==> config.mk <==
export PLATFORM = sky130hd
export DESIGN_NAME = seven_segment_capture
export DESIGN_NICKNAME = d
export VERILOG_FILES = /design/src/rtl/seven_segment_capture.sv
export SDC_FILE = /design/constraint.sdc
export NUM_CORES = 1
export LEC_CHECK = 0
export ABC_CLOCK_PERIOD_IN_PS = 3390
export CAP_MARGIN = 20
export CORE_MARGIN = 1
export CORE_UTILIZATION = 50
export CTS_CLUSTER_SIZE = 30
export DETAILED_ROUTE_END_ITERATION = 6
export GPL_ROUTABILITY_DRIVEN = 0
export PLACE_DENSITY = 0.7
export SLEW_MARGIN = 20
export SYNTH_ARGS = -nofsm -noshare
export SYNTH_HDL_FRONTEND = slang
export SYNTH_SLANG_ARGS = --single-unit
==> constraint.sdc <==
create_clock -name clk -period 3.39 [get_ports clk]
set_clock_uncertainty 0.05 [all_clocks]
set_input_delay 1.017 -clock clk [delete_from_list [all_inputs] [get_ports clk]]
set_output_delay 1.017 -clock clk [all_outputs]
set_load 0.03 [all_outputs]
==> src/rtl/seven_segment_capture.sv <==
// seven_segment_capture: recovers hex digits from a multiplexed
// seven-segment bus and reports per-position changes as events.

module seven_segment_capture #(
  parameter int  DIGITS        = 4,
  parameter int  STABLE_CYCLES = 8,
  localparam int IW            = $clog2(DIGITS)
) (
  input  logic                  clk,
  input  logic                  rst,
  input  logic [6:0]            abcdefg,
  input  logic [DIGITS-1:0]     dig_sel,
  output logic                  out_valid,
  input  logic                  out_ready,
  output logic [IW-1:0]         out_index,
  output logic [3:0]            out_digit,
  output logic                  out_error,
  output logic [4*DIGITS-1:0]   digits,
  output logic [DIGITS-1:0]     digits_valid
);

  localparam int CW = $clog2(STABLE_CYCLES + 1);
  localparam logic [CW-1:0] CNT_MAX = CW'(STABLE_CYCLES);
  localparam logic [CW-1:0] CNT_PRE = CW'(STABLE_CYCLES - 1);
  localparam logic [CW-1:0] CNT_ONE = CW'(1);
  localparam logic [DIGITS-1:0] SEL_ONE =
    {{(DIGITS-1){1'b0}}, 1'b1};

  logic [6:0]        pat_m;
  logic [6:0]        pat_s;
  logic [DIGITS-1:0] sel_m;
  logic [DIGITS-1:0] sel_s;

  logic [6:0]        last_pat;
  logic [DIGITS-1:0] last_sel;
  logic [CW-1:0]     cnt;

  logic              onehot;
  logic              same;
  logic              capture;

  logic [IW-1:0]     cap_idx;
  logic [3:0]        cap_dig;
  logic              cap_err;

  logic [3:0]        st_dig [DIGITS];
  logic [DIGITS-1:0] st_err;
  logic [DIGITS-1:0] st_vld;

  logic              new_ev;
  logic              slot_free;
  logic [DIGITS-1:0] pending;
  logic              pend_any;
  logic [IW-1:0]     pend_idx;

  // Two-flop synchronizer on the segment and strobe lines
  always_ff @(posedge clk or posedge rst) begin
    if (rst) begin
      pat_m <= '0;
      pat_s <= '0;
      sel_m <= '0;
      sel_s <= '0;
    end else begin
      pat_m <= abcdefg;
      pat_s <= pat_m;
      sel_m <= dig_sel;
      sel_s <= sel_m;
    end
  end

  // Qualify the synchronized sample: one-hot strobe, unchanged pair
  always_comb begin
    onehot = (sel_s != '0) &&
             ((sel_s & (sel_s - SEL_ONE)) == '0);
    same   = (sel_s == last_sel) && (pat_s == last_pat);
    capture = onehot && same &&
              (cnt == CNT_PRE) && (pat_s != 7'b0);
  end

  // Stability window: one capture per run of identical samples
  always_ff @(posedge clk or posedge rst) begin
    if (rst) begin
      last_pat <= '0;
      last_sel <= '0;
      cnt      <= '0;
    end else if (!onehot) begin
      last_pat <= pat_s;
      last_sel <= sel_s;
      cnt      <= '0;
    end else if (!same) begin
      last_pat <= pat_s;
      last_sel <= sel_s;
      cnt      <= CNT_ONE;
    end else if (cnt == CNT_PRE) begin
      cnt      <= CNT_MAX;
    end else if (cnt < CNT_MAX) begin
      cnt      <= cnt + CNT_ONE;
    end
  end

  // Glyph-to-hex encoder; unknown lit patterns flag an error
  always_comb begin
    cap_dig = 4'h0;
    cap_err = 1'b0;
    case (pat_s)
      7'b1111110: cap_dig = 4'h0;
      7'b0110000: cap_dig = 4'h1;
      7'b1101101: cap_dig = 4'h2;
      7'b1111001: cap_dig = 4'h3;
      7'b0110011: cap_dig = 4'h4;
      7'b1011011: cap_dig = 4'h5;
      7'b1011111: cap_dig = 4'h6;
      7'b1110010: cap_dig = 4'h7;
      7'b1111111: cap_dig = 4'h8;
      7'b1111011: cap_dig = 4'h9;
      7'b1110111: cap_dig = 4'hA;
      7'b0011111: cap_dig = 4'hB;
      7'b1001110: cap_dig = 4'hC;
      7'b0111101: cap_dig = 4'hD;
      7'b1001111: cap_dig = 4'hE;
      7'b1000111: cap_dig = 4'hF;
      default:    cap_err = 1'b1;
    endcase
  end

  // Strobe position of the sample being captured
  always_comb begin
    cap_idx = '0;
    for (int i = 0; i < DIGITS; i++) begin
      if (sel_s[i]) cap_idx = IW'(i);
    end
  end

  // A capture is an event if it is first or changes the entry
  always_comb begin
    new_ev = capture &&
             (!st_vld[cap_idx] ||
              (st_err[cap_idx] != cap_err) ||
              (st_dig[cap_idx] != cap_dig));
  end

  // Per-position store of {error, digit}
  always_ff @(posedge clk or posedge rst) begin
    if (rst) begin
      for (int i = 0; i < DIGITS; i++) st_dig[i] <= '0;
      st_err <= '0;
      st_vld <= '0;
    end else if (new_ev) begin
      st_dig[cap_idx] <= cap_dig;
      st_err[cap_idx] <= cap_err;
      st_vld[cap_idx] <= 1'b1;
    end
  end

  // Flatten the store onto the digits bus
  always_comb begin
    digits = '0;
    for (int i = 0; i < DIGITS; i++) begin
      digits[4*i +: 4] = st_dig[i];
    end
    digits_valid = st_vld;
  end

  // Lowest-index pending position, drained first
  always_comb begin
    pend_any = 1'b0;
    pend_idx = '0;
    for (int i = DIGITS - 1; i >= 0; i--) begin
      if (pending[i]) begin
        pend_any = 1'b1;
        pend_idx = IW'(i);
      end
    end
  end

  assign slot_free = !out_valid || out_ready;

  // Event slot: fresh capture first, then coalesced pending entries
  always_ff @(posedge clk or posedge rst) begin
    if (rst) begin
      out_valid <= 1'b0;
      out_index <= '0;
      out_digit <= '0;
      out_error <= 1'b0;
      pending   <= '0;
    end else if (slot_free) begin
      unique case (1'b1)
        new_ev: begin
          out_valid <= 1'b1;
          out_index <= cap_idx;
          out_digit <= cap_dig;
          out_error <= cap_err;
        end
        pend_any: begin
          out_valid         <= 1'b1;
          out_index         <= pend_idx;
          out_digit         <= st_dig[pend_idx];
          out_error         <= st_err[pend_idx];
          pending[pend_idx] <= 1'b0;
        end
        default: out_valid <= 1'b0;
      endcase
    end else if (new_ev) begin
      pending[cap_idx] <= 1'b1;
    end
  end

endmodule

==> results of run 1 <==
-- cell families (layout without fill, tap and decap cells) --
family | count (synthesis) | after routing | synth area share (%)
muxes | 38 | 38 | 12.04
xor gates and xnor gates | 17 | 17 | 4.152
buffers and inverters | 40 | 78 | 4.675
adders and majority gates | 1 | 1 | 0.3489
and+or+nand+nor | 110 | 110 | 17.06
AOI/OAI and AO/OA | 58 | 58 | 10.78
DFF | 73 | 73 | 50.94
-- flip-flops by register name (all words and copies together) (netlist names) --
register / count
digits: 16
last_pat: 7
pat_m: 7
pat_s: 7
cnt: 4
digits_valid: 4
last_sel: 4
out_digit: 4
pending: 4
sel_m: 4
sel_s: 4
st_err: 4
out_index: 2
out_error: 1
out_valid: 1
-- area by class of cell --
| class | instances | area, µm² |
|---|---|---|
| clock buffers | 10 | 137.6 |
| well taps | 96 | 120.1 |
| inverters | 11 | 41.29 |
| multi-input cells | 224 | 1592 |
| repair buffers | 51 | 498.0 |
| clock inverters | 6 | 91.34 |
| fillers | 570 | 2562 |
| flip-flops and latches | 73 | 1827 |
-- power breakdown --
group | internal [mW] | switching, mW | leakage, nW
Sequential | 0.891 | 0.0234 | 0.927
Clock | 0.435 | 0.331 | 0.105
Combinational | 0.0518 | 0.0582 | 0.892
Total | 1.38 | 0.412 | 1.92
-- per-stage QoR --
stage | power (mW) | hold slack [ns]
6_report | 1.790 | 0.2985
5_1_grt | 1.856 | 0.3086
4_1_cts | 1.810 | 0.3023
3_5_place_dp | 1.043 | 0.2858
3_3_place_gp | 1.040 | 0.2817
2_1_floorplan | 1.006 | 0.2812
-- routing by layer --
metal | vias to the layer above | wire (µm) | global-route usage (%)
li1 | 1226 | - | -
met1 | 1264 | 3420 | 28.03
met2 | 69 | 3530 | 34.85
met3 | 7 | 317 | 3.905
met4 | 0 | 98 | 9.545
met5 | - | 0 | 0
-- path summary, 6_finish.rpt --
| path | start | to | slack, ns | cells past startpoint |
|---|---|---|---|---|
| max | pat_s[6] | digits[14] | 0.24 | 8 |
| min | pat_m[1] | pat_s[1] | 0.30 | 0 |
| max reg2reg | pat_s[6] | digits[14] | 0.24 | 8 |
| min reg2reg | pat_m[1] | pat_s[1] | 0.30 | 0 |
| max in group asynchronous | rst | last_sel[1] | 1.66 | 3 |
| min in group asynchronous | rst | last_pat[4] | 0.99 | 2 |
-- worst max-delay path: stages (launching register included) --
cell      delay [ns]
dfrtp_1         0.52
or4b_1          0.56
a21boi_0        0.23
o21bai_1        0.10
and4b_1         0.26
xnor2_1         0.17
and4_4          0.22
or3b_1          0.57
mux2_4          0.36
-- placed cells by master (no fill, tap or decap), types with 5 or more instances in the layout --
cell type,n
dfrtp_1,73
clkdlybuf4s50_1,41
nand2_1,27
nor2_1,22
a21oi_1,20
mux2_2,17
xnor2_1,15
o21ai_0,14
mux2i_1,12
inv_1,10
clkbuf_8,10
nor3_1,9
buf_4,9
nand2b_1,8
nand3_1,7
mux2_4,5
==> reports/results.txt, run 1 <==
status = finished clean
CTS Sinks = 73
placed insts = 455
Setup TNS Final = 0 ns
Worst EP required = 3.57 ns
area leader, netlist = dfrtp_1
Post-CTS Hold Buffers = 0
Slew HR = 60.08%
P per Cell Area = 415.6 nW/µm²
diodes inserted = 0
Max Slew Vio Count = 0
Post-route DRC = 0
CTS buffer count = 9
area of the mapped netlist = 3586 µm²
Post-Syn Area per Cell = 10.64 µm²
# Max-Cap Violations = 0
Synth Flop Type = dfrtp_1
Starting Density = 52.20%
Mapped Cells = 337
DR WL/cell = 15.64 µm
Hold Path Class = register to register
syn nets = 352
worst vdd ir = 0.0002870 V
static leakage = 1.924 nW
Post-CTS Setup Repair Bufs = 0
Pre-Repair DR Iteration Count = 5
total wire length = 7367 µm
root buffer cell = clkbuf_8
Ports = 42
number of routed nets with antenna violations = 0
antenna violations before repair = 0
Die Wd = 86.69 µm
layout net count = 385
DP HPWL = 5171 µm
worst skew pair latency = 0.35 ns
fin util = 62.70%
Clock Path Buffers = 2
crit path time final = 3.147 ns
Worst-Margin Slew = 0.5987 ns
Seq/Total Area, Yosys = 50.94%
CTS tree = built
final setup margin = 0.2430 ns
Final Non-Filler Cells = 471
Die H = 86.69 µm
Final Instance Area = 4307 µm²
post-synthesis register bit count = 73
Yosys cell types = 59
Vias/cell = 5.448
f_max = 317.8 MHz
full die area = 7514 µm²
H-tree depth = 3
Rows = 30
share of layout cells above drive strength 1 = 16.53%
DRT iter0 DRCs = 116
EDFF count, synth = 0
Area after DPL = 4078 µm²
ranking of synthesized cells by area = dfrtp_1 51%, mux2_2 5.3%, xnor2_1 3.7%, mux2i_1 3.3%, nand2_1 2.8%
post-place setup slack = 0.2777 ns
crit path capture type = register
via total after detailed routing = 2566
Tot GR Track Use = 21.39%
share of the synthesized area in the top cell type = 50.94%
class of the most critical setup path = register to register
global route overflow = 0
Synth top cells by count = 73 x dfrtp_1, 27 x nand2_1, 22 x nor2_1, 20 x a21oi_1, 19 x clkbuf_1
pin count of the biggest net entering global routing = 49
PortBufs = 41
crit start category = register
Synth Warn # = 0
first-pass GRT wire length = 12000 µm
arrival time worst endpoint = 3.33 ns
Area Growth Syn to Fin = 20.10%
core area = 6869 µm²
Final period util = 92.83%
vias in the first global route = 2471
Clock transition at path regs = 0.08 ns
most frequent cell after synthesis = dfrtp_1
post-cts sizing count = 0
largest fanout on the critical path = 14
Final Hold Fails = 0
post-synthesis async set-or-reset flop share = 100.0%
RSZ-0062 raised after global routing = false
setup violators final = 0
No activity file was read; power rests on OpenSTA's default activity.
==> run 2: changes to the inputs <==
--- a/config.mk
+++ b/config.mk
@@ -5,8 +5,9 @@
 export SDC_FILE = /design/constraint.sdc
 export NUM_CORES = 1
 export LEC_CHECK = 0
-export ABC_CLOCK_PERIOD_IN_PS = 3390
+export ABC_CLOCK_PERIOD_IN_PS = 3600
 export CAP_MARGIN = 20
+export CORE_ASPECT_RATIO = 0.9
 export CORE_MARGIN = 1
 export CORE_UTILIZATION = 50
 export CTS_CLUSTER_SIZE = 30
==> constraint.sdc (replaced) <==
create_clock -name clk -period 3.6 [get_ports clk]
set_clock_uncertainty 0.05 [all_clocks]
set_input_delay 1.08 -clock clk [delete_from_list [all_inputs] [get_ports clk]]
set_output_delay 1.08 -clock clk [all_outputs]
set_load 0.03 [all_outputs]
==> reports/results.txt, run 2 (synthesized netlist as in run 1, its figures left out) <==
status = finished clean
CP dominant cell by count = or3b_1
DRT iter0 DRCs = 162 (+40%)
Clock Path Buffers = 2 (unchanged)
Max Slew Vio Count = 0 (unchanged)
Die Wd = 91.27 µm (+5.3%)
Sw Ratio = 25.34% (+2.3 points)
Slew HR = 64.24% (+4.2 points)
f_max = 306.7 MHz (-3.5%)
Starting Density = 53.03% (+0.83 points)
Pre-Repair DR Iteration Count = 4 (-1)
internal power = 1.136 mW (-18%)
RSZ-0062 raised after global routing = false
CTS buffer count = 9 (unchanged)
arrival time worst endpoint = 3.44 ns (+0.11 ns)
largest fanout on the critical path = 11 (-3)
crit path capture type = register
commonest non-fill, non-tap cell in the layout = dfrtp_1
Worst EP required = 3.78 ns (+0.21 ns)
layout net count = 384 (-0.26%)
most frequent cells in the layout = 73 x dfrtp_1, 41 x clkdlybuf4s50_1, 27 x nand2_1, 22 x nor2_1, 20 x a21oi_1
CTS Sinks = 73 (unchanged)
Final period util = 90.56% (-2.3 points)
PortBufs = 41 (unchanged)
global route overflow = 0 (unchanged)
worst-path cell chain = or3b_1 > a2111oi_2 > a31oi_1 > and4b_1 > xnor2_1 > and4_4 > or3b_1 > mux2_4
Area Growth Syn to Fin = 18.00%
CTS tree = built
Tot GR Track Use = 21.43% (+0.040 points)
worst vdd ir = 0.0002677 V (-6.7%)
Reg2Reg Depth = 8 (unchanged)
crit start category = register
full die area = 7515 µm² (about the same)
Post-CTS Hold Buffers = 0 (unchanged)
max FFs per register = 16 (unchanged)
antenna violations before repair = 0 (unchanged)
Setup TNS Final = 0 ns (unchanged)
P per Cell Area = 359.4 nW/µm² (-14%)
Post-CTS Setup Repair Bufs = 0 (unchanged)
setup violators final = 0 (unchanged)
core area = 6761 µm² (-1.6%)
hold path cells = 0 (unchanged)
Post-route DRC = 0 (unchanged)
placed insts = 448 (-1.5%)
share of layout cells above drive strength 1 = 16.09% (-0.45 points)
crit path time final = 3.260 ns (+0.1132 ns)
clock power share = 36.5% (-6.3 points)
post-cts sizing count = 0 (unchanged)
first-pass GRT wire length = 12030 µm (+0.23%)
Final Non-Filler Cells = 463 (-1.7%)
Worst-Margin Slew = 0.5357 ns (-0.06306 ns)
total wire length = 7293 µm (-1.0%)
vias in the first global route = 2461 (-0.40%)
Clock transition at path regs = 0.08 ns (about the same)
class of the most critical setup path = register to register
Net Sw Power = 0.3854 mW (-6.5%)
Reg2Reg Capture Point = st_err[3]
hold endpoint = pat_s[1]
fin util = 62.58% (-0.11 points)
DP HPWL = 5169 µm (about the same)
CP max-delay cell = or3b_1
FF-to-FF setup slack = 0.34 ns (+0.10 ns)
DR WL/cell = 15.75 µm (+0.71%)
Hold Path Class = register to register
Ports = 42 (unchanged)
HP Start = pat_m[1]
pin count of the biggest net entering global routing = 49 (unchanged)
diodes inserted = 0 (unchanged)
number of routed nets with antenna violations = 0 (unchanged)
combinational share of power = 6.8% (+0.7 points)
Final Hold Fails = 0 (unchanged)
static leakage = 1.891 nW (-1.7%)
via total after detailed routing = 2561 (-0.19%)
root buffer cell = clkbuf_8
# Max-Cap Violations = 0 (unchanged)
Rows = 28 (-6.7%)
Seq pwr share = 56.6% (+5.5 points)
worst skew pair latency = 0.35 ns (about the same)
Vias/cell = 5.531 (+1.5%)
Die H = 82.34 µm (-5.0%)
Largest stage delay, worst path = 0.58 ns (about the same)
Worst R2R Start = pat_s[3]
H-tree depth = 3 (unchanged)
[run 2: cell count changes in the layout (fill, tap and decap cells not counted), sizes merged]
cell / before / now
buf: 10 / 9
clkbuf: 10 / 9
bufinv: 2 / 0
inv: 11 / 12
clkinv: 1 / 2
[run 2: worst max-delay path by stage]
stage	from	cells past startpoint	slack [ns]	endpoint
floorplan	rst	1	0.62	cnt[0]
global placement	pat_s[5]	8	0.48	digits[2]
detailed placement	pat_s[3]	8	0.42	digits[15]
CTS	pat_s[5]	8	0.38	st_err[3]
global route	pat_s[3]	8	0.22	st_err[0]
finish	pat_s[3]	8	0.34	st_err[3]
[run 2: layout make-up]
type	count	area, µm²
flip-flops and latches	73	1827
clock inverters	6	45.04
well taps	90	112.6
clock buffers	9	123.9
multi-input cells	224	1592
repair buffers	50	490.5
inverters	11	41.29
fillers	554	2530
[run 2: layer usage]
| layer | share of wire (%) | up-vias | track usage, % |
|---|---|---|---|
| li1 | - | 1237 | - |
| met5 | 0 | - | 0 |
| met1 | 49 | 1250 | 28.91 |
| met3 | 4.0 | 10 | 6.227 |
| met2 | 46 | 64 | 33.56 |
| met4 | 0.95 | 0 | 7.302 |
[run 2: metrics by stage]
stage / power (mW) / setup slack, ns / area, µm² / hold slack [ns]
2_1_floorplan: 0.9469 / 0.6167 / 3586 / 0.2812
3_3_place_gp: 0.9805 / 0.4827 / 4063 / 0.2825
3_5_place_dp: 0.9822 / 0.4212 / 4063 / 0.2847
4_1_cts: 1.540 / 0.3814 / 4232 / 0.2951
5_1_grt: 1.596 / 0.2165 / 4232 / 0.3059
6_report: 1.521 / 0.3398 / 4232 / 0.2946
[run 2: power by group through the flow]
stage,clock (mW),sequential (mW),combinational [mW]
global route,0.615,0.865,0.116
CTS,0.573,0.861,0.105
floorplan,0,0.865,0.0822
detailed placement,0,0.878,0.105
global placement,0,0.877,0.104
finish,0.556,0.862,0.104
[run 2: critical path: cells and delay by family, from the launching register on]
family	cells	cell delay (ns)
mux	1	0.36
flops	1	0.50
xor+xnor	1	0.17
compound gates	2	0.57
simple gates	4	1.50
